--- config.mk ---
export PLATFORM = sky130hd
export DESIGN_NAME = ctrl_bubble_stage_flat
export DESIGN_NICKNAME = d
export VERILOG_FILES = /design/src/rtl/ctrl_bubble_stage_if.sv /design/src/rtl/ctrl_bubble_stage.sv /design/src/flat_wrapper.sv
export SDC_FILE = /design/constraint.sdc
export NUM_CORES = 1
export LEC_CHECK = 0
export ABC_AREA = 1
export CAP_MARGIN = 20
export CORE_MARGIN = 5
export CORE_UTILIZATION = 39
export DETAILED_ROUTE_END_ITERATION = 12
export GPL_TIMING_DRIVEN = 0
export PLACE_DENSITY_LB_ADDON = 0.15
export SYNTH_ARGS = -nofsm -noshare
export SYNTH_HDL_FRONTEND = slang
export SYNTH_SLANG_ARGS = --single-unit
--- constraint.sdc ---
create_clock -name clk -period 1.3 [get_ports clk]
set_input_delay 0.195 -clock clk [delete_from_list [all_inputs] [get_ports clk]]
set_output_delay 0.195 -clock clk [all_outputs]
set_load 0.01 [all_outputs]
--- src/rtl/ctrl_bubble_stage_if.sv ---
// ctrl_bubble_stage_if: control-word and hazard handshake bundle between the
// decode/hazard side (master) and the decode-to-execute control register (slave).
//   ctrl_in/valid_in : decoded control word and its valid flag
//   hz/hz_len        : hazard request and requested bubble count
//   flush/stall_ds   : stage kill and downstream stall
//   ctrl_out/valid_out : registered control word towards execute
//   stall_us         : combinational upstream freeze
interface ctrl_bubble_stage_if #(
  parameter int unsigned CTRL_W  = 7,
  parameter int unsigned MAX_BUB = 3
);
  localparam int unsigned BW = $clog2(MAX_BUB + 1);

  logic [CTRL_W-1:0] ctrl_in;
  logic              valid_in;
  logic              hz;
  logic [BW-1:0]     hz_len;
  logic              flush;
  logic              stall_ds;
  logic [CTRL_W-1:0] ctrl_out;
  logic              valid_out;
  logic              stall_us;

  modport master (
    output ctrl_in, valid_in, hz, hz_len, flush, stall_ds,
    input  ctrl_out, valid_out, stall_us
  );

  modport slave (
    input  ctrl_in, valid_in, hz, hz_len, flush, stall_ds,
    output ctrl_out, valid_out, stall_us
  );
endinterface

--- src/rtl/ctrl_bubble_stage.sv ---
// ctrl_bubble_stage: decode-to-execute control register with multi-cycle
// bubble insertion. Captures the control word, holds on downstream stall,
// zeroes on flush, and on a hazard inserts 1..MAX_BUB zero cycles while
// freezing upstream.
// Ports:
//   clk, rst   : rising-edge clock, synchronous active-high reset
//   bus        : ctrl_bubble_stage_if.slave (ctrl/valid in+out, hz, hz_len,
//                flush, stall_ds, stall_us)
//   bubble_cnt : saturating count of bubbles written (only when the macro
//                CTRL_BUBBLE_STATS_EN is defined)
module ctrl_bubble_stage #(
  parameter int unsigned CTRL_W  = 7,
  parameter int unsigned MAX_BUB = 3,
  parameter int unsigned CNT_W   = 16
) (
  input  logic                 clk,
  input  logic                 rst,
  ctrl_bubble_stage_if.slave   bus
`ifdef CTRL_BUBBLE_STATS_EN
  ,
  output logic [CNT_W-1:0]     bubble_cnt
`endif
);
  localparam int unsigned BW = $clog2(MAX_BUB + 1);

  if (MAX_BUB < 1 || CNT_W < 1) begin : g_bad_param
    $error("ctrl_bubble_stage: MAX_BUB and CNT_W must be >= 1");
  end

  typedef enum logic {
    S_RUN    = 1'b0,
    S_BUBBLE = 1'b1
  } state_e;

  state_e            state_q, state_d;
  logic [BW-1:0]     rem_q, rem_d;
  logic [CTRL_W-1:0] ctrl_q, ctrl_d;
  logic              valid_q, valid_d;
  logic [BW-1:0]     len_c;
  logic              hz_take_c;
  logic              bub_wr_c;

  // Clamp the request and decide whether RUN accepts a hazard this cycle.
  always_comb begin
    len_c     = (bus.hz_len > BW'(MAX_BUB)) ? BW'(MAX_BUB) : bus.hz_len;
    hz_take_c = (state_q == S_RUN) && bus.hz && (len_c != '0);
  end

  // Next-state: flush beats stall_ds beats the state action.
  always_comb begin
    state_d  = state_q;
    rem_d    = rem_q;
    ctrl_d   = ctrl_q;
    valid_d  = valid_q;
    bub_wr_c = 1'b0;
    if (bus.flush) begin
      state_d = S_RUN;
      rem_d   = '0;
      ctrl_d  = '0;
      valid_d = 1'b0;
    end else if (!bus.stall_ds) begin
      unique case (state_q)
        S_RUN: begin
          if (hz_take_c) begin
            ctrl_d   = '0;
            valid_d  = 1'b0;
            rem_d    = BW'(len_c - BW'(1));
            state_d  = (len_c > BW'(1)) ? S_BUBBLE : S_RUN;
            bub_wr_c = 1'b1;
          end else begin
            ctrl_d  = bus.valid_in ? bus.ctrl_in : '0;
            valid_d = bus.valid_in;
          end
        end
        S_BUBBLE: begin
          ctrl_d   = '0;
          valid_d  = 1'b0;
          rem_d    = BW'(rem_q - BW'(1));
          bub_wr_c = 1'b1;
          if (rem_q == BW'(1)) state_d = S_RUN;
        end
        default: state_d = S_RUN;
      endcase
    end
  end

  // State and output registers.
  always_ff @(posedge clk) begin
    if (rst) begin
      state_q <= S_RUN;
      rem_q   <= '0;
      ctrl_q  <= '0;
      valid_q <= 1'b0;
    end else begin
      state_q <= state_d;
      rem_q   <= rem_d;
      ctrl_q  <= ctrl_d;
      valid_q <= valid_d;
    end
  end

  assign bus.ctrl_out  = ctrl_q;
  assign bus.valid_out = valid_q;
  // Upstream freeze is combinational so the PC holds in the very cycle the hazard is seen.
  assign bus.stall_us  = bus.stall_ds | (state_q == S_BUBBLE) | (hz_take_c & ~bus.flush);

`ifdef CTRL_BUBBLE_STATS_EN
  logic [CNT_W-1:0] cnt_q;

  // Saturating bubble counter; flush/stall/reset edges never count.
  always_ff @(posedge clk) begin
    if (rst) begin
      cnt_q <= '0;
    end else if (bub_wr_c && !bus.flush && !bus.stall_ds && (cnt_q != '1)) begin
      cnt_q <= cnt_q + CNT_W'(1);
    end
  end

  assign bubble_cnt = cnt_q;
`else
  logic unused_bub_wr;
  assign unused_bub_wr = bub_wr_c;
`endif
endmodule

--- src/flat_wrapper.sv ---
// flat-port wrapper written by rule: the top's interface ports become plain ports
module ctrl_bubble_stage_flat 
#(
  parameter int unsigned CTRL_W  = 7,
  parameter int unsigned MAX_BUB = 3,
  parameter int unsigned CNT_W   = 16
)
  (clk, rst, bus_ctrl_in, bus_valid_in, bus_hz, bus_hz_len, bus_flush, bus_stall_ds, bus_ctrl_out, bus_valid_out, bus_stall_us);
  ctrl_bubble_stage_if #(.CTRL_W(CTRL_W), .MAX_BUB(MAX_BUB)) bus_i ();
  input  logic clk;
  input  logic rst;
  input wire logic [$bits(bus_i.ctrl_in)-1:0] bus_ctrl_in;
  input wire logic [$bits(bus_i.valid_in)-1:0] bus_valid_in;
  input wire logic [$bits(bus_i.hz)-1:0] bus_hz;
  input wire logic [$bits(bus_i.hz_len)-1:0] bus_hz_len;
  input wire logic [$bits(bus_i.flush)-1:0] bus_flush;
  input wire logic [$bits(bus_i.stall_ds)-1:0] bus_stall_ds;
  output wire logic [$bits(bus_i.ctrl_out)-1:0] bus_ctrl_out;
  output wire logic [$bits(bus_i.valid_out)-1:0] bus_valid_out;
  output wire logic [$bits(bus_i.stall_us)-1:0] bus_stall_us;
  assign bus_i.ctrl_in = bus_ctrl_in;
  assign bus_i.valid_in = bus_valid_in;
  assign bus_i.hz = bus_hz;
  assign bus_i.hz_len = bus_hz_len;
  assign bus_i.flush = bus_flush;
  assign bus_i.stall_ds = bus_stall_ds;
  assign bus_ctrl_out = bus_i.ctrl_out;
  assign bus_valid_out = bus_i.valid_out;
  assign bus_stall_us = bus_i.stall_us;
  ctrl_bubble_stage #(.CTRL_W(CTRL_W), .MAX_BUB(MAX_BUB), .CNT_W(CNT_W)) u_core (.clk(clk), .rst(rst), .bus(bus_i));
endmodule
==> results.json, run 1 <==
{
  "synth_async_sr_flop_share_pct": 0,
  "ys_warn_count": 0,
  "fin_setup_tns_ps": 0,
  "placed_area_um2": 762,
  "powerDensity_nw_per_um2": 885,
  "start_util_pct": 41.0,
  "fmax_mhz": 805,
  "total_power_mw": 0.717,
  "ir_worst_vdd_uv": 551,
  "synth-simple-area-share_pct": 32.4,
  "core_um2": 1300,
  "cts_tree": "built",
  "worst-path-max-fanout": 2,
  "worstPathRequired_ps": 1110,
  "dp_hpwl_um": 894,
  "syn_inst": 71,
  "htree_num_levels": 1,
  "grt_first_pass_wirelength_um": 1930,
  "dr.pass1.iters": 5,
  "numCtsBuffers": 3,
  "globalplace.congestion": 0.686,
  "hp-start": "bus_stall_ds",
  "synth_cell_types": 15,
  "overflow": 0,
  "r2r-start": "u_core.rem_q[0]",
  "drt-initial-drc-count": 9,
  "grt_pass1_vias": 484,
  "mostFrequentLayoutCell": "nand2_1",
  "yosysTopAreaCell": "dfxtp_1",
  "setup_slack_ps": 57.6,
  "drv_slew": 0,
  "layout_min_cycle_time_ps": 1240,
  "vias": 547,
  "fin_worst_skew_ps": 2.69,
  "relSlewSlack_pct": 82.5,
  "drcViolationCount": 0,
  "path_clk_slew_ps": 80,
  "syn-cell-area_um2": 533,
  "setup_viol": 0,
  "postLayoutCellArea_um2": 810,
  "maxCapViolCount": 0,
  "synthMuxAreaShare_pct": 0,
  "synthToLayoutAreaGrowth_pct": 51.9,
  "preCtsSetupSlack_ps": -789,
  "postRouteAntennaNets": 0,
  "io_buffers": 21,
  "drt_wl_total_um": 1250,
  "die_h_um": 47.0,
  "nets": 119,
  "synth_nets": 89,
  "rsz0062_at_grt": "no",
  "critPathArrivalTime_ps": 1050,
  "gr-usage-all-layers_pct": 12.6,
  "utilization_pct": 62.2,
  "ys_seq_area_share_pct": 41.3,
  "die-area_um2": 2210,
  "crit_type": "in -> out",
  "status": "complete, no violations",
  "boundaryPins": 24,
  "tightest_slew_ps": 261,
  "synth_top_family_by_area": "simple AND/OR/NAND/NOR gates",
  "r2r_slack_ps": 290,
  "clock_path_buffers": 2,
  "cts.hold.buffers_added": 0,
  "hold_violations": 0,
  "yosysTopAreaCellShare_pct": 41.3,
  "leakagePower_nw": 0.359,
  "crit_path_start": "bus_hz",
  "wl_per_cell_um": 10.9,
  "timing.final.crit_share_pct": 95.6,
  "synthTopCellsByArea": "dfxtp_1 41%, nand2_1 12%, a21oi_1 9.4%, nand4_1 9.4%, ha_1 7.0%",
  "rows": 13,
  "antenna_found_initial": 0,
  "clock-sinks": 11,
  "drive_gt1_share_pct": 18.0,
  "synth-compound-area-share_pct": 11.3,
  "die_x_um": 47.0,
  "cp-start-kind": "input port",
  "synthFlopType": "dfxtp_1",
  "synth-xor-area-share_pct": 0,
  "endpoint_kind": "output pin",
  "synth_edf_count": 0,
  "mostFrequentLayoutCells": "17 x nand2_1, 11 x dfxtp_1, 10 x a21oi_1, 10 x clkdlybuf4s50_1, 9 x dlygate4sd2_1",
  "grt_max_degree": 11,
  "ys_ff_latch": 11,
  "synthAdderAreaFrac_pct": 7.04,
  "antenna_cells": 0,
  "vias_per_cell": 4.76,
  "avgSynthCellArea_um2": 7.51,
  "hp-class": "in -> reg",
  "clk_latency_ps": 270,
  "cts_root_buf": "clkbuf_4"
}
-- cells by family after synthesis --
family,after synthesis
compound gates,12
fa+ha+maj,3
flops,11
buf+inv,9
simple gates,36
-- layer usage --
metal | global-route usage, % | vias up | share of wire, %
met5 | 0 | - | 0
met4 | 4.97 | 0 | 0
met3 | 5.36 | 0 | 8.3
met2 | 19.5 | 16 | 45
met1 | 15.4 | 235 | 46
li1 | - | 296 | -
-- power breakdown --
group	switching, mW	internal [mW]	leakage, nW
sequential	0.00374	0.343	0.0890
clock	0.123	0.119	0.0150
combinational	0.0606	0.0671	0.255
-- path summary, 6_finish.rpt --
check	to	depth (start not counted)
setup / recovery	bus_stall_us	4
hold / removal	u_core.bus.ctrl_out[2]	3
setup reg to reg	u_core.rem_q[1]	5
hold reg to reg	u_core.bus.ctrl_out[3]	2
-- stage by stage --
step	instances	hold slack (ps)
after floorplan	71	364
after global placement	107	441
after detailed placement	107	447
after CTS	113	194
after global routing	115	213
final	115	194
-- sequential cells by signal, summed over array words and instances (netlist names) --
register and cells:
u_core.bus.ctrl_out 7, u_core.rem_q 2, u_core.bus.valid_out 1, u_core.state_q 1
-- worst max-delay path, cell delays in order --
cell             delay (ps)
clkdlybuf4s50_1         530
nand2_4                  60
o21ai_1                 120
buf_2                   140
-- synthesized netlist by cell type, types with 2 or more instances --
cell      n
a21oi_1  10
dfxtp_1  11
ha_1      3
inv_1     5
nand2_1  17
nand2_2   3
nand3_1   2
nand4_1   8
nor2_1    5
o21ai_0   2
-- layout make-up --
class,instances,area (µm²)
fill,139,492
multi-input combinational,51,278
timing repair buffer,25,224
sequential,11,220
clock buffer,4,26.3
inverter,7,26.3
tap,15,18.8
buffer,2,16.3
-- timing repair --
action	4_1_cts	5_1_grt
gates resized for setup	19	1
setup endpoints to repair	10	1
endpoints found under the hold margin	0	0
setup buffers	2	2
pin swaps	2	1
Note: power is estimated with default switching activity, not from simulation.
==> inputs of run 2 (changes only) <==
--- a/config.mk
+++ b/config.mk
@@ -12,6 +12,7 @@
 export DETAILED_ROUTE_END_ITERATION = 12
 export GPL_TIMING_DRIVEN = 0
 export PLACE_DENSITY_LB_ADDON = 0.15
+export RECOVER_POWER = 100
 export SYNTH_ARGS = -nofsm -noshare
 export SYNTH_HDL_FRONTEND = slang
 export SYNTH_SLANG_ARGS = --single-unit
==> run 2 against run 1 <==
  * Core utilization down 0.38 points
  * Sequential share of layout area up 0.17 points
  * Non-clock buffer count unchanged
  * Critical path type unchanged
==> results.json, run 2 (synthesized netlist as in run 1, its figures left out) <==
{
  "mostFrequentLayoutCells": "18 x nand2_1, 11 x dfxtp_1, 10 x a21oi_1, 10 x clkdlybuf4s50_1, 9 x dlygate4sd2_1",
  "maxCapViolCount": 0,
  "p_int_mw": 0.527,
  "tightest_slew_ps": 261,
  "worstPathRequired_ps": 1110,
  "drcViolationCount": 0,
  "worst-path-max-fanout": 2,
  "clk_latency_ps": 270,
  "dp_hpwl_um": 894,
  "crit_buf_inv": 2,
  "grt_pass1_vias": 484,
  "setup_viol": 0,
  "rows": 13,
  "seqPwrFrac_pct": 48.5,
  "gr-usage-all-layers_pct": 12.6,
  "grt_first_pass_wirelength_um": 1930,
  "hp-class": "in -> reg",
  "drive_gt1_share_pct": 17.0,
  "timing.final.crit_share_pct": 95.5,
  "critPathArrivalTime_ps": 1050,
  "dr.pass1.iters": 5,
  "drt-initial-drc-count": 12,
  "nFillCells": 141,
  "clock_path_buffers": 2,
  "nets": 119,
  "overflow": 0,
  "die_h_um": 47.0,
  "clock-sinks": 11,
  "crit_type": "in -> out",
  "htree_num_levels": 1,
  "ir_worst_vdd_uv": 549,
  "p_sw_mw": 0.187,
  "vias": 548,
  "start_util_pct": 41.0,
  "drv_slew": 0,
  "antenna_cells": 0,
  "fin_setup_tns_ps": 0,
  "globalplace.congestion": 0.686,
  "die-area_um2": 2210,
  "switching_share_pct": 26.2,
  "preCtsSetupSlack_ps": -789,
  "endpoint_kind": "output pin",
  "slowest_delay_ps": 530,
  "vias_per_cell": 4.77,
  "rsz0062_at_grt": "no",
  "boundaryPins": 24,
  "fin_worst_skew_ps": 2.69,
  "cts_root_buf": "clkbuf_4",
  "mostFrequentLayoutCell": "nand2_1",
  "cts_tree": "built",
  "clockPowerShare_pct": 33.9,
  "cp_cell_sequence": "clkdlybuf4s50_1 -> nand2_4 -> o21ai_1 -> buf_2",
  "hold_violations": 0,
  "share_comb_of_total_power_pct": 17.6,
  "leakagePower_nw": 0.358,
  "core_um2": 1300,
  "numCtsBuffers": 3,
  "path_clk_slew_ps": 80,
  "cts.hold.buffers_added": 0,
  "relSlewSlack_pct": 82.5,
  "antenna_found_initial": 0,
  "slowest_stage": "clkdlybuf4s50_1",
  "cp_top_family": "buffers and inverters",
  "postRouteAntennaNets": 0,
  "die_x_um": 47.0,
  "setup_slack_ps": 58.7,
  "holdWs_ps": 194,
  "layout_min_cycle_time_ps": 1240,
  "grt_max_degree": 11,
  "synthToLayoutAreaGrowth_pct": 50.9,
  "drt_wl_total_um": 1250,
  "status": "complete, no violations",
  "io_buffers": 21,
  "cp-start-kind": "input port",
  "wl_per_cell_um": 10.8,
  "fmax_mhz": 806,
  "powerDensity_nw_per_um2": 888,
  "largest_reg_flops": 7
}
-- run 2: worst reg2reg max path, stage by stage, from the launching register on --
cell and delay, ps:
dfxtp_1 330, ha_1 290, nand2_1 60, o21ai_0 70, nor2_1 110, nor2_1 50
-- run 2: power groups by stage --
stage	Combinational [mW]	Sequential [mW]	Clock, mW
floorplan	0.0574	0.357	0
global placement	0.121	0.355	0
detailed placement	0.122	0.355	0
CTS	0.124	0.347	0.243
global route	0.139	0.348	0.255
finish	0.126	0.347	0.242
-- run 2: layout make-up --
type                       instances  area, µm²  area share (%)
clock buffer                       4       26.3            3.27
tap                               15       18.8            2.33
sequential                        11        220            27.4
multi-input combinational         51        275            34.2
inverter                           7       26.3            3.27
buffer                             2       16.3            2.02
timing repair buffer              25        221            27.5
-- run 2: timing repair --
item                       in CTS  in global routing
setup endpoints to repair      10                  1
pin swaps                       2                  1
buffers inserted                2                  2
resized for setup              19                  1
-- run 2: final timing paths --
path,startpoint,to,slack [ps],depth (start not counted)
worst min register to register,u_core.bus.ctrl_out[3],u_core.bus.ctrl_out[3],460,2
worst max-delay path,bus_hz,bus_stall_us,60,4
worst max register to register,u_core.rem_q[0],u_core.rem_q[1],290,5
worst min-delay path,bus_stall_ds,u_core.bus.ctrl_out[2],190,3
-- run 2: per-stage QoR --
stage	area, µm²	std cells	power (mW)	utilization, %
global route	805	115	0.741	61.8
CTS	793	113	0.714	61.0
finish	805	115	0.715	61.8
detailed placement	762	107	0.477	58.6
global placement	762	107	0.476	58.6
floorplan	533	71	0.414	-
-- run 2: layer usage --
layer  vias to the layer above  routed length, µm  global-route usage [%]
met5                         -                  0                       0
met4                         0                  0                    4.97
met3                         0                103                    5.36
met2                        16                562                    19.5
met1                       236                579                    15.4
li1                        296                  -                       -
